**config.mk**
```make
export PLATFORM = sky130hd
export DESIGN_NAME = register_file
export DESIGN_NICKNAME = d
export VERILOG_FILES = /design/src/rtl/register_file.sv
export SDC_FILE = /design/constraint.sdc
export NUM_CORES = 2
export LEC_CHECK = 0
export BUFFER_PORTS_ARGS = -buffer_cell sky130_fd_sc_hd__buf_2
export CORE_MARGIN = 4
export CORE_UTILIZATION = 55
export CTS_CLUSTER_DIAMETER = 30
export CTS_CLUSTER_SIZE = 14
export DETAILED_ROUTE_END_ITERATION = 10
export PLACE_DENSITY = 0.71
export REMOVE_ABC_BUFFERS = 1
export SETUP_SLACK_MARGIN = 0.02
export SKIP_CTS_REPAIR_TIMING = 1
export SLEW_MARGIN = 40
export SYNTH_ARGS = -nofsm -noshare
export SYNTH_HDL_FRONTEND = slang
export SYNTH_SLANG_ARGS = --single-unit
```
**constraint.sdc**
```tcl
create_clock -name clk -period 87.9 [get_ports clk]
set_clock_uncertainty 0.1 [all_clocks]
set_input_delay 0 -clock clk [delete_from_list [all_inputs] [get_ports clk]]
set_output_delay 0 -clock clk [all_outputs]
set_load 0.005 [all_outputs]
```
**src/rtl/register_file.sv**
```systemverilog
// 2**ADDR_W x DATA_W register file: two combinational read ports, one write port, r0 hardwired to 0.
// Optional write-to-read forwarding when REGFILE_BYPASS_EN is defined.
module register_file #(
    parameter int DATA_W = 32,
    parameter int ADDR_W = 5
) (
    input  logic              clk,
    input  logic              reset,
    input  logic [ADDR_W-1:0] RA1,
    input  logic [ADDR_W-1:0] RA2,
    input  logic [ADDR_W-1:0] WA,
    input  logic [DATA_W-1:0] WD,
    input  logic              RegWrite,
    output logic [DATA_W-1:0] DR1,
    output logic [DATA_W-1:0] DR2
);
    localparam int DEPTH   = 2**ADDR_W;
    localparam int NUM_RD  = 2;

    logic [DEPTH-1:0][DATA_W-1:0]  regs;
    logic [NUM_RD-1:0][ADDR_W-1:0] ra;
    logic [NUM_RD-1:0][DATA_W-1:0] dr;
    logic                          wr_en;

    // r0 is never written, so it stays at its reset value of 0.
    assign wr_en = RegWrite && (WA != '0);

    always_ff @(posedge clk or posedge reset) begin
        if (reset)
            regs <= '0;
        else if (wr_en)
            regs[WA] <= WD;
    end

    assign ra  = {RA2, RA1};
    assign DR1 = dr[0];
    assign DR2 = dr[1];

    for (genvar p = 0; p < NUM_RD; p++) begin : g_rd
        logic fwd;
`ifdef REGFILE_BYPASS_EN
        assign fwd = wr_en && (ra[p] == WA);
`else
        assign fwd = 1'b0;
`endif
        // Reset and address 0 take priority over forwarding.
        assign dr[p] = (reset || ra[p] == '0) ? '0 :
                       fwd                    ? WD :
                                                regs[ra[p]];
    end
endmodule

```
Yosys cells after proc, flatten, opt, wreduce, memory -nomap -nowiden
Index checks and enable logic that the tools add are counted.
{ "totals": {"output_inout_bits": 64, "wordCells": 52, "inputBits": 50, "regBits": 1024} }
{ "op_classes": {"reduce_logical": 7, "mux": 9, "magnitude_cmp": 4} }
{ "ops": {"columns": ["operator", "n"], "rows": [
  ["1024-bit bitwise mux", 1],
  ["32-bit binary-select mux with 5-bit select", 2],
  ["32-bit demux with 5-bit select", 1],
  ["32-bit two-way mux", 5],
  ["5-bit by 6-bit < comparator with 1-bit output, second input constant", 3],
  ["5-bit logical NOT", 2],
  ["5-bit by 1-bit greater-or-equal comparator with 1-bit output, second input constant", 1],
  ["5-bit nonzero test", 1],
  ["1-bit logical AND", 2],
  ["1-bit logical OR", 2]
]} }

Depth between registers and ports, before layout
{ "logic_depth": {"ltp_word": 5, "mapped_depth": 8, "ltp_nobuf": 4} }

Worst setup path before layout
Ideal clock, no wire load.
{ "synth_timing": {"path_kind": "in2out", "start": "in reset", "end": "out DR2[10]", "t_arrival_ps": 23734, "stages": 6, "setup_slack_ps": 64066, "required_time_ps": 87800, "path_buffers": 2, "cell_sequence": "inv_1 > and3_1 > clkbuf_1 > clkbuf_1 > nand3_1 > nand4_1"} }
{ "synth_between": {"elab_chain_len": 2} }
{ "synth_lines": {"columns": ["element", "line", "text"], "rows": [
  ["start: declaration", "8", "input logic reset,"],
  ["1-bit logical OR", "47", "assign dr[p] = (reset || ra[p] == '0) ? '0 :"],
  ["32-bit two-way mux", "47", null],
  ["end: declaration", "15", "output logic [DATA_W-1:0] DR2"]
]} }
Every way passes these cells.

Worst setup path after layout
{ "layout_timing": {"start": "in reset", "end": "out DR2[15]"} }
The elaborated chain is that of the path after synthesis.

==> out/results.txt <==
Initial DRC Count -> 4216
H-tree Lvls -> 4
worst-case reg-to-reg path depth -> 1
largest family of logic cells by synthesized area -> multiplexers
Worst IR Drop VDD -> 0.0180 mV
first-pass detailed-route iteration total -> 7
Top reg by flops -> regs
Setup violations, final -> 0
pwr dens -> 27.5 nW/um2
syn avg cell area -> 13.6 um2
Inserted Clock Buffers -> 220
Post-Synth Adder-Cell Area -> 0
hold_ws -> 0.0497 ns
crit-path max FO -> 133
clk_lat worst skew -> 0.78 ns
die area -> 105000 um2
I/O pin count -> 114
FF-to-FF End -> regs[980]$_DFFE_PP0P_
Synth Cell Area -> 55100 um2
CP arrival -> 3.61 ns
commonest non-fill, non-tap cell in the layout -> dfrtp_1
WHS Endpoint -> regs[138]$_DFFE_PP0P_
Setup TNS -> 0 ns
gr usage total -> 0.332
Post-Synthesis Cells -> 4062
layout net count -> 4139
final hold violation count -> 0
Starting Density -> 0.557
RSZ-0062 raised after global routing -> false
MaxCap Viol Count -> 0
Synth Register Bits -> 1024
global route overflow -> 0
LEAKAGE -> 29.5 nW
proportion of synthesized area in mux cells -> 0.399
Via Count -> 38.3k
Synth Area in Compound Gates -> 0.0526
overall power -> 1.78 mW
IO buf count -> 113
share of cells above drive strength 1 -> 0.425
slew margin rel. -> 0.372
Chip Height -> 325 um
highest routed metal layer -> met5
Final Cell Area -> 64700 um2
Post-synth EDFFs -> 0
antenna violations before repair -> 7
largest net degree at the start of global routing -> 134
xor/xnor share of the synthesized area -> 0
vias in the first global route -> 39.4k
TritonCTS clock tree -> built
status -> finished clean
vias per cell -> 6.87
max-slew violation total from the final report -> 0
synth warn -> 0
antenna viol nets, final -> 0
crit end category -> output port
# clock sinks -> 1024
Post-Route Utilization -> 0.654
WL final -> 178000 um
CTS root buffer -> clkbuf_16
Final min period -> 3.71 ns
critical path type -> in2out
FP Rows -> 115
metal1 wirelength -> 71400 um
Seq/Total Area, Yosys -> 0.465
Final Cycle Share -> 0.0422
final cell count without fillers -> 5571
ys async rst share -> 1.00
met3 routed WL -> 16100 um
CORE AREA -> 98900 um2
Die W -> 325 um
max reg flops -> 1024
first-pass GRT wire length -> 261000 um
gpl congestion -> 0.845
hpwl dp -> 98800 um
Simple-Gate Fraction of Synth Area -> 0.0382
CTS Buffer Depth -> 3
setup ws final -> 84.20 ns
Post-synth top flop -> dfrtp_1
P&R area growth vs syn -> 17.4%
Reg-to-Reg Start -> regs[980]$_DFFE_PP0P_
Top Registers -> regs (1024)
Worst Hold Depth -> 4
CTS clk-pin slew, worst paths -> 0.04 ns
dpl ws -> 84.37 ns
critical path startpoint category -> input port
fmax -> 0.270 GHz
DRC viols -> 0
placed insts -> 5115
Req. time, crit path -> 87.80 ns
WL/cell -> 31.9 um
worst hold-check path type -> in2reg
Worst-Margin Slew -> 0.940 ns
post-synthesis cell type count -> 36
Hold Crit Start -> WA[3]
most frequent cells in the layout -> 1024 x dfrtp_1, 952 x mux2_2, 600 x mux2i_1
Area after DPL -> 56100 um2
met2 routed WL -> 80400 um
reg2reg setup slack -> 86.96 ns
-- synth_stat cells (all sizes together), types with 5 or more instances --
cell,count,area [um2]
a32oi,20,175
nor3b,7,72.6
and3,25,156
buf,239,1700
nand3,150,751
nor2,29,234
mux2,992,11200
mux2i,600,6010
nor2b,8,50.1
nand4,66,413
mux4,212,4810
dfrtp,1024,25600
a22oi,309,2320
and2,8,50.1
nand2,72,270
nand3b,5,37.5
clkbuf,207,777
a21oi,75,375
-- worst max-delay path by stage --
| stage | cells past startpoint | from | to | slack, ns |
|---|---|---|---|---|
| after CTS | 8 | RA1[2] | DR1[2] | 84.34 |
| after global routing | 9 | reset | regs[485]$_DFFE_PP0P_ | 83.94 |
| final | 9 | reset | DR2[15] | 84.20 |
| after detailed placement | 8 | RA1[2] | DR1[2] | 84.37 |
| after floorplan | 1 | reset | regs[0]$_DFFE_PP0P_ | 58.97 |
| after global placement | 5 | reset | regs[255]$_DFFE_PP0P_ | 84.01 |
-- kinds of logic (layout without fill, tap and decap cells) --
kind of cell | Yosys count | after routing
compound gates | 407 | 407
buf+inv | 449 | 668
flops | 1024 | 1024
mux | 1804 | 1804
other cells | 0 | 3
simple gates | 378 | 378
-- power by group --
group / switching (mW) / leakage [nW] / internal, mW
clock network: 0.276 / 3.94 / 0.618
registers: 0.0694 / 13.1 / 0.563
logic: 0.112 / 12.4 / 0.141
total: 0.457 / 29.5 / 1.32
-- area by class of cell --
class                           instances  area [um2]
Fill cell                            7142       34200
Multi-Input combinational cell       2589       27200
Sequential cell                      1024       25600
Clock buffer                          290        6210
Timing Repair Buffer                  251        2090
Clock inverter                        124        1900
Tap cell                             1287        1610
Inverter                                3        23.8
Antenna cell                            3        7.51
-- worst max-delay path, stage by stage --
cell and delay [ns]:
dlygate4sd3_1 0.53, buf_2 0.19, dlygate4sd3_1 0.69, inv_12 0.52, and3_2 0.32, buf_4 0.60
nand3_1 0.20, nand4_1 0.32, buf_2 0.18
-- layer usage --
layer	vias to the layer above	track usage
li1	15600	-
met1	20100	0.440
met2	1986	0.504
met3	553	0.0895
met4	8	0.173
met5	-	0
(Power assumes the default switching activity.)
